===== src/rtl/serial_pkg.sv =====
// rtl/serial_pkg.sv - shared FSM encodings and parameter range check for the serial adder
package serial_pkg;

    localparam logic [1:0] ST_IDLE  = 2'b00;
    localparam logic [1:0] ST_SHIFT = 2'b01;
    localparam logic [1:0] ST_DONE  = 2'b10;

    localparam int WIDTH_MIN = 2;
    localparam int WIDTH_MAX = 32;

    function automatic bit width_ok(input int w);
        return (w >= WIDTH_MIN) && (w <= WIDTH_MAX);
    endfunction

endpackage


===== src/rtl/serial_fa_cell.sv =====
// rtl/serial_fa_cell.sv - combinational full adder built from two half-adder stages
module serial_fa_cell (
    input  logic i_a,
    input  logic i_b,
    input  logic i_cin,
    output logic o_s,
    output logic o_cout
);

    logic w_hs1_s;
    logic w_hs1_c;
    logic w_hs2_c;

    assign w_hs1_s = i_a ^ i_b;
    assign w_hs1_c = i_a & i_b;
    assign o_s     = w_hs1_s ^ i_cin;
    assign w_hs2_c = w_hs1_s & i_cin;
    assign o_cout  = w_hs1_c | w_hs2_c;

endmodule


===== src/rtl/serial_adder.sv =====
// rtl/serial_adder.sv - bit-serial WIDTH-bit adder with valid/ready operand and result handshakes
module serial_adder
    import serial_pkg::*;
#(
    parameter int WIDTH = 8
) (
    input  logic             clk,
    input  logic             rst_n,
    input  logic             in_valid,
    output logic             in_ready,
    input  logic [WIDTH-1:0] a_in,
    input  logic [WIDTH-1:0] b_in,
    output logic             out_valid,
    input  logic             out_ready,
    output logic [WIDTH-1:0] sum_out,
    output logic             carry_out
);

    localparam int CNT_W = $clog2(WIDTH);
    localparam logic [CNT_W-1:0] CNT_LAST = CNT_W'(WIDTH - 1);

    generate
        if (!width_ok(WIDTH)) begin : g_bad_width
            $error("serial_adder: WIDTH out of range");
        end
    endgenerate

    logic [1:0]       r_state;
    logic [WIDTH-1:0] r_a;
    logic [WIDTH-1:0] r_b;
    logic [WIDTH-1:0] r_sum;
    logic             r_carry;
    logic [CNT_W-1:0] r_cnt;

    logic w_s;
    logic w_cout;
    logic w_accept;
    logic w_last;

    serial_fa_cell u_fa (
        .i_a    (r_a[0]),
        .i_b    (r_b[0]),
        .i_cin  (r_carry),
        .o_s    (w_s),
        .o_cout (w_cout)
    );

    assign in_ready  = (r_state == ST_IDLE);
    assign out_valid = (r_state == ST_DONE);
    assign w_accept  = in_valid & in_ready;
    assign w_last    = (r_cnt == CNT_LAST);

    // The carry flop doubles as carry_out, so it is final exactly when DONE is entered.
    assign sum_out   = r_sum;
    assign carry_out = r_carry;

    always_ff @(posedge clk or negedge rst_n) begin
        if (!rst_n) begin
            r_state <= ST_IDLE;
            r_a     <= '0;
            r_b     <= '0;
            r_sum   <= '0;
            r_carry <= 1'b0;
            r_cnt   <= '0;
        end else begin
            case (r_state)
                ST_IDLE: begin
                    if (w_accept) begin
                        r_a     <= a_in;
                        r_b     <= b_in;
                        r_sum   <= '0;
                        r_carry <= 1'b0;
                        r_cnt   <= '0;
                        r_state <= ST_SHIFT;
                    end
                end
                ST_SHIFT: begin
                    r_a     <= {1'b0, r_a[WIDTH-1:1]};
                    r_b     <= {1'b0, r_b[WIDTH-1:1]};
                    r_sum   <= {w_s, r_sum[WIDTH-1:1]};
                    r_carry <= w_cout;
                    r_cnt   <= r_cnt + CNT_W'(1);
                    if (w_last) begin
                        r_state <= ST_DONE;
                    end
                end
                ST_DONE: begin
                    if (out_ready) begin
                        r_state <= ST_IDLE;
                    end
                end
                default: begin
                    r_state <= ST_IDLE;
                end
            endcase
        end
    end

endmodule


===== config.mk =====
export PLATFORM = sky130hd
export DESIGN_NAME = serial_adder
export DESIGN_NICKNAME = d
export VERILOG_FILES = /design/src/rtl/serial_pkg.sv /design/src/rtl/serial_fa_cell.sv /design/src/rtl/serial_adder.sv
export SDC_FILE = /design/constraint.sdc
export NUM_CORES = 1
export LEC_CHECK = 0
export CELL_PAD_IN_SITES_DETAIL_PLACEMENT = 1
export CELL_PAD_IN_SITES_GLOBAL_PLACEMENT = 1
export CORE_MARGIN = 10
export CORE_UTILIZATION = 39
export CTS_CLUSTER_DIAMETER = 200
export DETAILED_ROUTE_END_ITERATION = 8
export PLACE_DENSITY_LB_ADDON = 0.1
export SLEW_MARGIN = 5
export SYNTH_ARGS = -nofsm -noshare
export SYNTH_HDL_FRONTEND = slang
export SYNTH_SLANG_ARGS = --single-unit

===== constraint.sdc =====
create_clock -name clk -period 1.5 [get_ports clk]
set_input_delay 0.375 -clock clk [delete_from_list [all_inputs] [get_ports clk]]
set_output_delay 0.375 -clock clk [all_outputs]
set_load 0.02 [all_outputs]

==> results of run 1 <==
==> layer usage <==
layer	part of all wire (%)	up-vias	GRT usage [%]	wire length [um]
li1	-	522	-	-
met1	46	576	15.4	1730
met2	48	24	19.8	1820
met3	5.5	5	4.79	209
met4	1.1	0	3.17	40
met5	0	-	0	0
==> synth_stat cells, drive strengths merged <==
cell type / count / area share [%]
nor4b: 14 / 8.6
and2b: 1 / 0.52
inv: 15 / 3.9
fa: 1 / 1.4
nand2b: 2 / 0.87
buf: 6 / 2.9
a211oi: 14 / 7.3
mux2: 1 / 0.79
dfrtp: 30 / 52
a21oi: 1 / 0.35
a32o: 2 / 1.4
a22o: 12 / 7.3
ha: 2 / 1.7
o21bai: 1 / 1.3
nor2: 1 / 0.26
nor2b: 1 / 0.44
nor3b: 14 / 7.3
clkbuf: 4 / 1.1
==> what timing repair did <==
| action | 4_1_cts | 5_1_grt |
|---|---|---|
| setup endpoints to repair | 11 | 15 |
| buffers inserted | 0 | 0 |
| gates resized for setup | 18 | 5 |
==> worst max-delay path, stage by stage, from the launching register on <==
cell,delay (ns)
dfrtp_1,0.46
nor2b_2,0.16
buf_2,0.18
==> per-stage QoR <==
stage	setup WS, ns	cell area (sq um)	utilization [%]
2_1_floorplan	0.169	1430	-
3_3_place_gp	-0.165	1840	53.5
3_5_place_dp	-0.184	1840	53.5
4_1_cts	-0.0891	1920	55.8
5_1_grt	-0.00591	1930	56.0
6_report	0.0424	1930	56.0
==> sequential cells by signal (all words and copies together) (netlist names) <==
signal,cells
r_a,8
carry_out,1
r_cnt,3
r_b,8
sum_out,8
r_state,2
==> cell type report <==
class,instances,area (sq um)
fill,384,1520
sequential,30,752
multi-input combinational,67,579
timing repair buffer,41,390
clock buffer,7,86.3
tap,46,57.6
inverter,15,56.3
clock inverter,1,5.00
==> power by group <==
group	switching [mW]	internal (mW)
clock	0.297	0.369
sequential	0.261	1.19
combinational	0.909	0.837
==> path summary, 6_finish.rpt <==
check,endpoint,slack [ns],cells past startpoint
setup reg to reg,r_a[5],0.08,4
setup / recovery,out_valid,0.04,2
min in group clk,r_a[7],0.50,1
hold reg to reg,r_a[7],0.50,1
max in group asynchronous,r_state[1],0.87,2
hold / removal,r_cnt[2],0.45,2
==> cell families (layout without fill, tap and decap cells) <==
family / after synthesis / in the layout / share of synthesized area [%]
compound gates: 30 / 30 / 17.7
buf+inv: 25 / 64 / 7.95
mux: 1 / 1 / 0.786
fa+ha+maj: 3 / 3 / 3.14
flops: 30 / 30 / 52.4
simple gates: 33 / 33 / 18.0
==> impl_metrics.csv, run 1 <==
group,metric,value,unit
timing,setup_tns,0,ns
route,drtAntennaViolNets,0,
run,cap_viol_max_count,0,
timing,setup-violations-final,0,
timing,finalWorstPathRequiredPeriod,1.46,ns
route,wl_per_cell,18.3,um
synthesis,yosysSeqAreaShare,52.4,%
synthesis,yosysWarnings,0,
cts,cts_buffers,5,
cts,clockBufferDepth,2,
timing,rsz0062_at_grt,"true",
placement,gp_congestion,0.727,
cells_and_area,diodes,0,
floorplanning,num_rows,21,
synthesis,netlist_area,0.00143,sq mm
synthesis,ys_seq_elements,30,
synthesis,yosys.cell_types.count,21,
route,drt_iter0_drc,90,
floorplanning,die-area,0.00650,sq mm
cells_and_area,final_cell_mix,"dfrtp_1 (29), clkdlybuf4s50_1 (19), inv_1 (15)",
cts,clock-sinks,30,
grt,antenna_found_initial,0,
setup_path,crit_path_start,"r_state[0]",
power,finalPower,3.86,mW
cts,clock_latency,0.28,ns
grt,grt_pass1_wl,6.31,mm
route,vias,1127,
floorplanning,core_area,0.00344,sq mm
cts,clk_pin_slew_worst_paths,0.07,ns
grt,grt_max_degree,31,
setup_path,cp_max_fo,4,
cells_and_area,syn2layout_area_growth,34.5,%
grt,grt_pass1_vias,1249,
cells_and_area,final_common_cell,"dfrtp_1",
floorplanning,die_y,80.6,um
timing,fmax,686,MHz
cells_and_area,fin_nets,183,
floorplanning,die_w,80.6,um
setup_path,end_kind,"output pin",
cells_and_area,drive_gt1_share,16.1,%
placement,dpl.hpwl,2.67,mm
floorplanning,ios,31,
setup_path,path_class,"flip-flop to output pin",
grt,grt_remaining_overflow,0,
timing,period_share,97.2,%
placement,io_buffers,30,
cts,cts_htree_levels,2,
timing,drv_slew,0,
power,vdd.ir_drop.worst,1.11,mV
floorplanning,start_util,41.6,%
run_status,outcome,"completed",
setup_path,crit_path_start_kind,"flip-flop",
route,avgViaCountPerCell,5.44,
cells_and_area,fin_cells,207,
timing,finalHoldViolations,0,
synthesis,synth_nets,145,
setup_path,worstPathRequired,1.12,ns
setup_path,arrival,1.08,ns
grt,track_usage,12.5,%
power,power_per_cell_area,2010,mW/mm^2
min_path,min_path_type,"input port to asynchronous set/reset pin",
timing,clock_skew,0.00779,ns
route,wl,3.79,mm
timing,whs,0.454,ns
route,firstDrtPassIters,4,
timing,worstMarginPinSlew,0.303,ns
synthesis,syn_inst,122,
synthesis,synth_area_per_cell,11.7,sq um
cts,cts_hold_buf,0,
cts,tritoncts,"yes",
power,leakagePower,0.864,nW
setup_path,r2r-start,"r_state[1]",
cts,ctsRootBufferMaster,"clkbuf_8",
placement,dp.cells,199,
route,drc,0,
timing,slew_headroom,79.5,%
Power figures use the tool's default switching activity.
==> inputs of run 2 (changes only) <==
--- a/config.mk
+++ b/config.mk
@@ -5,13 +5,14 @@
 export SDC_FILE = /design/constraint.sdc
 export NUM_CORES = 1
 export LEC_CHECK = 0
+export ABC_CLOCK_PERIOD_IN_PS = 1500
 export CELL_PAD_IN_SITES_DETAIL_PLACEMENT = 1
 export CELL_PAD_IN_SITES_GLOBAL_PLACEMENT = 1
 export CORE_MARGIN = 10
 export CORE_UTILIZATION = 39
 export CTS_CLUSTER_DIAMETER = 200
 export DETAILED_ROUTE_END_ITERATION = 8
-export PLACE_DENSITY_LB_ADDON = 0.1
+export PLACE_DENSITY = 0.75
 export SLEW_MARGIN = 5
 export SYNTH_ARGS = -nofsm -noshare
 export SYNTH_HDL_FRONTEND = slang
==> run 2 against run 1 <==
  * Register-to-register slack about the same
  * First-iteration DRC count grew 2.2%
  * Count of clock-buffer cells in the layout shrank 1
  * Maximum frequency increased by 1.6%
  * Largest power group unchanged
  * Clock power shrank 6.4%
  * Combinational power decreased by 4%
  * Critical path type unchanged
==> impl_metrics.csv, run 2 (synthesized netlist as in run 1, its figures left out) <==
group,metric,value,unit
setup_path,worstPathRequired,1.12,ns
timing,fmax,697,MHz
setup_path,arrival,1.06,ns
cts,cts_buffers,5,
cts,ctsRootBufferMaster,"clkbuf_8",
route,drt_iter0_drc,92,
grt,antenna_found_initial,0,
setup_path,worstPathCellList,"nor2b_2 -> buf_2",
grt,track_usage,12.4,%
grt,grt_remaining_overflow,0,
route,avgViaCountPerCell,5.50,
placement,gp_congestion,0.739,
grt,grt_pass1_vias,1259,
timing,period_share,95.7,%
placement,dpl.hpwl,2.55,mm
cts,cts_htree_levels,2,
floorplanning,ios,31,
floorplanning,core_area,0.00344,sq mm
timing,setup_slack,0.0649,ns
cts,clk_pin_slew_worst_paths,0.06,ns
cells_and_area,syn2layout_area_growth,32.4,%
timing,clock_skew,0.00407,ns
cells_and_area,final_common_cell,"dfrtp_1",
power,leakagePower,0.848,nW
timing,setup-violations-final,0,
cells_and_area,fin_cells,203,
power,combinationalPowerShare,44.9,%
min_path,min_path_type,"input port to asynchronous set/reset pin",
timing,finalWorstPathRequiredPeriod,1.44,ns
floorplanning,die_y,80.6,um
setup_path,crit_slowest_cell,"dfrtp_1",
placement,pre_cts_ws,-0.275,ns
grt,grt_max_degree,33,
route,wl,3.76,mm
run,cap_viol_max_count,0,
grt,grt_pass1_wl,6.28,mm
run_status,outcome,"completed",
cells_and_area,diodes,0,
timing,slew_headroom,74.5,%
cts,tritoncts,"yes",
setup_path,cp_slowest_stage_delay,0.41,ns
route,drc,0,
route,firstDrtPassIters,4,
route,drtAntennaViolNets,0,
cells_and_area,final_cell_mix,"dfrtp_1 (30), clkdlybuf4s50_1 (18), inv_1 (15)",
timing,rsz0062_at_grt,"false",
placement,io_buffers,30,
power,finalPower,3.74,mW
cts,cts_setup_buffers,0,
timing,worstMarginPinSlew,0.382,ns
timing,finalHoldViolations,0,
floorplanning,num_rows,21,
cts,clock-sinks,30,
route,vias,1117,
power,p_switching,1.42,mW
floorplanning,die_w,80.6,um
setup_path,end_kind,"output pin",
power,pwr-share-clk,16.7,%
power,pwr-share-seq,38.4,%
timing,drv_slew,0,
setup_path,crit_path_start_kind,"flip-flop",
cells_and_area,fin_nets,181,
timing,setup_tns,0,ns
route,wl_per_cell,18.5,um
timing,whs,0.462,ns
power,swShare,37.9,%
power,internal_power,2.33,mW
setup_path,cp_max_fo,3,
cells_and_area,drive_gt1_share,13.4,%
floorplanning,die-area,0.00650,sq mm
cts,clock_latency,0.27,ns
power,power_per_cell_area,1970,mW/mm^2
floorplanning,start_util,41.6,%
power,vdd.ir_drop.worst,0.713,mV
cts,clockBufferDepth,2,
setup_path,path_class,"flip-flop to output pin",
placement,dp.cells,196,
-- run 2: repair_timing --
action / CTS / global route
resized for setup: 22 / 1
endpoints found under the setup margin: 36 / 1
pin swaps: 1 / 0
cloned: 1 / 0
hold buffers: 0 / 0
-- run 2: area by class of cell --
| class | instances | area [sq um] |
|---|---|---|
| clock buffers | 6 | 82.6 |
| fillers | 388 | 1550 |
| inverters | 15 | 56.3 |
| multi-input cells | 68 | 592 |
| flip-flops and latches | 30 | 751 |
| well taps | 46 | 57.6 |
| repair buffers | 38 | 358 |
-- run 2: critical path, delay by kind of cell (launching register included) --
family | cells | cell delay (ns)
simple gates | 1 | 0.19
buf+inv | 1 | 0.18
flops | 1 | 0.41
-- run 2: power groups by stage --
stage / Sequential [mW] / Combinational [mW] / Clock [mW]
after global routing: 1.49 / 1.88 / 0.668
after detailed placement: 1.45 / 1.75 / 0
after global placement: 1.43 / 1.65 / 0
after floorplan: 1.54 / 1.02 / 0
after CTS: 1.44 / 1.71 / 0.637
final: 1.44 / 1.68 / 0.624
-- run 2: per-layer routing --
metal  wire length (um)  up-vias  track usage, %
met5                  0        -               0
met4                 40        0            4.58
met3                172        4            3.67
met2               1920       25            20.3
met1               1630      569            15.0
li1                   -      519               -
-- run 2: final timing paths --
check | from | to | slack (ns) | cells past startpoint
hold reg to reg | sum_out[7] | sum_out[7] | 0.52 | 1
setup reg to reg | r_state[1] | r_cnt[0] | 0.09 | 4
hold / removal | rst_n | r_cnt[2] | 0.46 | 2
setup / recovery | r_state[1] | out_valid | 0.06 | 2
max in group asynchronous | rst_n | r_b[2] | 0.87 | 2
min in group clk | sum_out[7] | sum_out[7] | 0.52 | 1
-- run 2: metrics by stage --
step                      area, sq um  util, %
after floorplan                  1430        -
after global placement           1810     52.5
after detailed placement         1810     52.5
after CTS                        1890     55.0
after global routing             1900     55.1
final                            1900     55.1
